`src/rtl/cache_control.sv`:
```
// ---------------------------------------------------------------------------
// cache_control
//   Sequencing FSM for a 2-way set-associative L1 cache datapath
//   (8 sets, 32-byte lines, s_tag-bit tags). Decodes CPU requests, resolves
//   hits across both ways, and steers the datapath array strobes. It also
//   drives physical memory for dirty-victim writeback and line refill.
//
//   Optional feature: define CACHE_PERF_CNT_EN to add hit/miss/writeback
//   performance counters (ports hit_count, miss_count, wb_count).
//
// Ports
//   clk, rst                  clock, async active-low reset
//   mem_read/mem_write        CPU request (held until mem_resp)
//   mem_tag                   request tag (address[31:8])
//   mem_resp                  1-cycle completion pulse to CPU
//   pmem_read/pmem_write      line transfer to memory (held until pmem_resp)
//   pmem_resp                 memory completion
//   tag1/2, valid1/2, dirty1/2, lru   datapath array outputs for the set
//   read_en                   datapath array read enable
//   load_tag/valid/dirty, valid_in, dirty_in   per-way array writes ([0] way1)
//   load_lru, lru_input       LRU update (lru_input = way touched)
//   data1/2_in_sel            0: pmem_rdata, 1: bus_wdata
//   way1/2_wr_sel             00 none, 01 full line, 10 byte-enable
//   pmem_mux_sel              00 request, 01 way1 victim, 10 way2 victim
//   cache_out_sel             0 way1, 1 way2
//   hit_count/miss_count/wb_count   perf counters (CACHE_PERF_CNT_EN only)
// ---------------------------------------------------------------------------
module cache_control #(
  parameter int s_tag = 24,
  parameter int CNT_W = 32
) (
  input  logic             clk,
  input  logic             rst,
  input  logic             mem_read,
  input  logic             mem_write,
  input  logic [s_tag-1:0] mem_tag,
  output logic             mem_resp,
  output logic             pmem_read,
  output logic             pmem_write,
  input  logic             pmem_resp,
  input  logic [s_tag-1:0] tag1,
  input  logic [s_tag-1:0] tag2,
  input  logic             valid1,
  input  logic             valid2,
  input  logic             dirty1,
  input  logic             dirty2,
  input  logic             lru,
  output logic             read_en,
  output logic [1:0]       load_tag,
  output logic [1:0]       load_valid,
  output logic [1:0]       load_dirty,
  output logic [1:0]       valid_in,
  output logic [1:0]       dirty_in,
  output logic             load_lru,
  output logic             lru_input,
  output logic             data1_in_sel,
  output logic             data2_in_sel,
  output logic [1:0]       way1_wr_sel,
  output logic [1:0]       way2_wr_sel,
  output logic [1:0]       pmem_mux_sel,
  output logic             cache_out_sel
`ifdef CACHE_PERF_CNT_EN
  ,
  output logic [CNT_W-1:0] hit_count,
  output logic [CNT_W-1:0] miss_count,
  output logic [CNT_W-1:0] wb_count
`endif
);

  if (s_tag < 1 || CNT_W < 1) begin : g_bad_cfg
    $error("cache_control: s_tag and CNT_W must be positive");
  end

  localparam logic [2:0] S_IDLE      = 3'd0;
  localparam logic [2:0] S_COMPARE   = 3'd1;
  localparam logic [2:0] S_WRITEBACK = 3'd2;
  localparam logic [2:0] S_ALLOCATE  = 3'd3;
  localparam logic [2:0] S_REFILL    = 3'd4;

  logic [2:0] state_q, state_d;

  logic       req, is_wr;
  logic       hit1, hit2, hit, hit_w2, victim_w2, victim_dirty;
  logic [1:0] hit_mask, vic_mask;

  // Simultaneous read+write is treated as a write.
  assign req   = mem_read | mem_write;
  assign is_wr = mem_write;

  assign hit1   = valid1 && (tag1 == mem_tag);
  assign hit2   = valid2 && (tag2 == mem_tag);
  assign hit    = hit1 | hit2;
  // Way1 wins when both ways report a hit.
  assign hit_w2 = ~hit1 & hit2;

  // lru names the most recently used way, so the victim is the other one.
  assign victim_w2    = ~lru;
  assign victim_dirty = victim_w2 ? (valid2 & dirty2) : (valid1 & dirty1);

  assign hit_mask = hit_w2    ? 2'b10 : 2'b01;
  assign vic_mask = victim_w2 ? 2'b10 : 2'b01;

  always_ff @(posedge clk or negedge rst) begin
    if (!rst) state_q <= S_IDLE;
    else      state_q <= state_d;
  end

  // IDLE drives no strobes, so the async reset of state_q alone forces every
  // strobe low immediately; read_en is the only output gated directly.
  always_comb begin
    state_d       = state_q;
    read_en       = rst;
    mem_resp      = 1'b0;
    pmem_read     = 1'b0;
    pmem_write    = 1'b0;
    load_tag      = 2'b00;
    load_valid    = 2'b00;
    load_dirty    = 2'b00;
    valid_in      = 2'b00;
    dirty_in      = 2'b00;
    load_lru      = 1'b0;
    lru_input     = 1'b0;
    data1_in_sel  = 1'b0;
    data2_in_sel  = 1'b0;
    way1_wr_sel   = 2'b00;
    way2_wr_sel   = 2'b00;
    pmem_mux_sel  = 2'b00;
    cache_out_sel = 1'b0;
    case (state_q)
      S_IDLE: begin
        if (req) state_d = S_COMPARE;
      end
      S_COMPARE: begin
        if (!req) begin
          state_d = S_IDLE;
        end else if (hit) begin
          mem_resp      = 1'b1;
          cache_out_sel = hit_w2;
          load_lru      = 1'b1;
          lru_input     = hit_w2;
          if (is_wr) begin
            if (hit_w2) begin
              way2_wr_sel  = 2'b10;
              data2_in_sel = 1'b1;
            end else begin
              way1_wr_sel  = 2'b10;
              data1_in_sel = 1'b1;
            end
            load_dirty = hit_mask;
            dirty_in   = hit_mask;
          end
          state_d = S_IDLE;
        end else begin
          state_d = victim_dirty ? S_WRITEBACK : S_ALLOCATE;
        end
      end
      S_WRITEBACK: begin
        pmem_write    = 1'b1;
        pmem_mux_sel  = victim_w2 ? 2'b10 : 2'b01;
        cache_out_sel = victim_w2;
        if (pmem_resp) begin
          load_dirty = vic_mask;
          state_d    = S_ALLOCATE;
        end
      end
      S_ALLOCATE: begin
        pmem_read = 1'b1;
        if (pmem_resp) begin
          if (victim_w2) way2_wr_sel = 2'b01;
          else           way1_wr_sel = 2'b01;
          load_tag   = vic_mask;
          load_valid = vic_mask;
          valid_in   = vic_mask;
          load_dirty = vic_mask;
          state_d    = S_REFILL;
        end
      end
      // One settle cycle so the arrays present the new line before re-compare.
      S_REFILL: state_d = S_COMPARE;
      default:  state_d = S_IDLE;
    endcase
  end

`ifdef CACHE_PERF_CNT_EN
  logic [CNT_W-1:0] hit_cnt_q, miss_cnt_q, wb_cnt_q;
  // Set after a miss so the re-compare hit that completes it is not a hit.
  logic             miss_seen_q;

  always_ff @(posedge clk or negedge rst) begin
    if (!rst) begin
      hit_cnt_q   <= '0;
      miss_cnt_q  <= '0;
      wb_cnt_q    <= '0;
      miss_seen_q <= 1'b0;
    end else begin
      if (state_q == S_COMPARE) begin
        if (!req) begin
          miss_seen_q <= 1'b0;
        end else if (hit) begin
          if (!miss_seen_q) hit_cnt_q <= hit_cnt_q + 1'b1;
          miss_seen_q <= 1'b0;
        end else begin
          miss_cnt_q  <= miss_cnt_q + 1'b1;
          miss_seen_q <= 1'b1;
        end
      end
      if (state_q == S_WRITEBACK && pmem_resp) wb_cnt_q <= wb_cnt_q + 1'b1;
    end
  end

  assign hit_count  = hit_cnt_q;
  assign miss_count = miss_cnt_q;
  assign wb_count   = wb_cnt_q;
`endif

endmodule

```
`config.mk`:
```
export PLATFORM = sky130hd
export DESIGN_NAME = cache_control
export DESIGN_NICKNAME = d
export VERILOG_FILES = /design/src/rtl/cache_control.sv
export SDC_FILE = /design/constraint.sdc
export NUM_CORES = 1
export LEC_CHECK = 0
export BUFFER_PORTS_ARGS = -buffer_cell sky130_fd_sc_hd__buf_2
export CORE_MARGIN = 2
export CORE_UTILIZATION = 29
export CTS_CLUSTER_DIAMETER = 80
export CTS_CLUSTER_SIZE = 16
export DETAILED_ROUTE_END_ITERATION = 8
export HOLD_SLACK_MARGIN = 0.06
export PLACE_DENSITY_LB_ADDON = 0.05
export SETUP_SLACK_MARGIN = 0.05
export SYNTH_ARGS = -nofsm -noshare
export SYNTH_HDL_FRONTEND = slang
export SYNTH_SLANG_ARGS = --single-unit
```
`constraint.sdc`:
```
create_clock -name clk -period 4.1 [get_ports clk]
set_clock_uncertainty 0.15 [all_clocks]
set_input_delay 0.82 -clock clk [delete_from_list [all_inputs] [get_ports clk]]
set_output_delay 0.82 -clock clk [all_outputs]
set_load 0.02 [all_outputs]
```
==> metrics <==
Post-synth EDFFs 0; mapped cell area approximately 910 sq um; fraction of synthesized area in multiplexers 0; final critical-path share of the clock period 0.802; DIE WIDTH 60.1 microns; first-pass GRT wire length 4.26 mm; CTS tree done; starting density of the core 0.302; Max Buffers Root-to-Sink 2; endpoints failing hold 0; Arr. time, crit path roughly 2300 ps; diode count 0; CP max-delay cell nor4_1; average detailed-routed wire length per instance 10.7 microns; post-layout net count approximately 300; Sequential Area 75.1 sq um; # rows 20; # IOs ~110; hold-fix buffer count after cts 0; number of unique standard cell types used by synthesis 28; hold crit path type input port to async pin; via count of the first global-routing pass roughly 1,100; fraction of layout cells with a size suffix above 1 0.528; Routed Antenna Nets 0; total area of multi-input combinational cells 759 sq um; measured slew at the worst slew-check pin between 400 and 500 ps; average instance area after synthesis 7.68 sq um; DRC errors left 0; RD Place Congestion roughly 0.8; Skew-Pair Late Insertion Delay approximately 230 ps; fraction of the mapped netlist area in adder cells 0; leak pwr approximately 0.77 nW; registers with the most flip-flops state_q (3); achievable frequency about 300 MHz; number of buffers created by CTS 3; DIE AREA about 0.0036 sq mm; first-pass detailed-route iteration total 3; register bit count reported by yosys 3; run status finished clean; RSZ-0062 raised after global routing no; Area growth, synth to finish 58.8%; antenna violations before repair 0; GRT Overall Usage 0.155; count of final setup violators 0; relative contribution of combinational cells to total power 0.688; worst-path maximum fanout 5; Net Sw Power about 0.00018 W; internal power consumption 0.000189 W; die height about 60 microns; max-slew violation count 0; area fraction in and, or, nand and nor cells after synthesis 0.297; synthesized-area fraction occupied by ao, oa, aoi and oai cells 0.0740; power per unit of standard cell area roughly 250 mW/mm^2; Core Footprint approximately 0.0030 sq mm; Crit path buffers/inverters 2; fill count between 300 and 400; non-filler cells, final 262; register ranked first by flip-flop count state_q; total half-perimeter wirelength after legalization and detailed placement 2.62 mm; Peak supply drop between 0.00009 and 0.0001 V; post-synthesis net count 201; minimum hold slack 227 ps; number of port buffers around 110; sequential element share of the synthesized area 0.0822; number of warning messages in the yosys log 0; Clock Pin Slew Worst Setup and Hold Paths approximately 40 ps; instance count after placement with tap cells included approximately 260; number of max-capacitance violations reported 0; maximum number of pins on one net before global-route repair 11; GRT Residual Overflow 0; flip-flop count of the largest register, all copies and words added 3; Reg power frac 0.172; sum of routed wire length over all layers 2.81 mm; ys flop type dfrtp_1; depth of the CTS H-tree 1; fraction of synthesized cell area in xor and xnor cells 0.460; TNS Setup 0 ps; crit path kind input port to output port; minimum clock period after layout between 3000 and 4000 ps; startpoint type of the worst setup path input port; async set-reset flop share out of synthesis 1.00; combinational family with the most area after synthesis XOR/XNOR gates; CTS-repair resized insts 0; Critical Path, Cell by Cell buf_2 > xnor2_1 > nand4_1 > nor4_1 > nand4_1 > nand2b_4 > o22ai_1 > buf_2; cells after synthesis 119; CTS sink cnt 3; violation count after the first detailed-route iteration 22; vias between 1,000 and 1,500; Largest delay share family, worst path simple AND/OR/NAND/NOR gates; Max transition margin 0.704; fraction of power consumed by the clock network 0.140; CTS root buffer clkbuf_4; sort of element at the end of the critical path output port; total placed instance area 0.00142 sq mm; highest cell delay on the worst timing path roughly 340 ps; Switching Fraction 0.483; final design area excluding fillers roughly 0.0015 sq mm; detailed-route vias per instance 4.37; Worst EP required 3130 ps; Finished Core Util 0.479; post-CTS setup buffer count 0
[cells in the final DEF (no fill, tap or decap)]
cell      count
nor4_2        1
nand4_2       3
nand4_1       5
o211ai_1      1
xnor2_1      26
nand2b_4      1
o22ai_1       1
nor2_2        1
nor2b_1       2
clkbuf_4      3
xor2_1       22
buf_2       106
a21oi_1       2
nand2b_1      1
nor2_1        7
o31ai_1       1
o21ai_1       1
dfrtp_1       3
nand2_1       7
a31o_1        1
nand3_1       2
nor3_1        4
clkbuf_1      1
o21ai_0       3
and2_1        4
o21bai_1      1
nor4_1        6
and3_1        1
inv_1         1
[worst paths after layout]
check	end	cells after the start	startpoint	slack, ps
min reg2reg	state_q[1]	3	state_q[2]	520
min in group clk	state_q[1]	3	state_q[2]	520
max in group asynchronous	state_q[2]	1	rst	3460
min	state_q[0]	1	rst	230
max reg2reg	state_q[0]	3	state_q[2]	2830
max	load_dirty[1]	8	mem_tag[11]	810
[Yosys cell counts (2+ instances only)]
library cell,n,area share
nand4_2,3,0.041
and2_1,4,0.027
nand3_1,2,0.011
nand2_1,7,0.029
nand4_1,5,0.034
nor3_1,4,0.022
xnor2_1,26,0.25
clkbuf_1,2,0.0082
dfrtp_1,3,0.082
xor2_1,22,0.21
nor4_1,6,0.041
buf_4,9,0.074
nor2_1,7,0.029
a21oi_1,2,0.011
o21ai_0,3,0.016
nor2b_1,2,0.014
[metal layers]
layer	routed length (microns)	track usage	part of all wire
met5	0	0	0
met2	1610	0.307	0.57
met1	980	0.159	0.35
met3	196	0.0216	0.070
met4	18	0.0603	0.0064
[power by group through the flow]
stage,logic (W),registers (W),clock network [W]
5_1_grt,0.000279,0.0000653,0.0000564
2_1_floorplan,0.000174,0.0000505,0
6_report,0.000252,0.0000631,0.0000512
3_5_place_dp,0.000255,0.0000630,0
4_1_cts,0.000255,0.0000626,0.0000533
3_3_place_gp,0.000252,0.0000624,0
[final cells by class]
class | instances | area share
repair buffers | 106 | 0.366
well taps | 44 | 0.0380
multi-input cells | 104 | 0.524
clock buffers | 4 | 0.0181
inverters | 1 | 0.00259
flip-flops and latches | 3 | 0.0518
[cells by family (layout without fill, tap and decap cells)]
kind of cell / Yosys count / after routing
AOI/OAI and AO/OA: 11 / 11
xor gates and xnor gates: 48 / 48
buffers and inverters: 12 / 111
DFF: 3 / 3
and+or+nand+nor: 45 / 45
[metrics by stage]
stage | worst slack (ps) | power, W
after floorplan | 912 | 0.000224
after global placement | 813 | 0.000315
after detailed placement | 804 | 0.000318
after CTS | 780 | 0.000371
after global routing | 642 | 0.000401
final | 813 | 0.000366
[worst register-to-register path: stages (launching register included)]
cell	delay [ps]
dfrtp_1	400
nor2_1	150
o211ai_1	200
o31ai_1	280
Note: power is estimated with default switching activity, not from simulation.
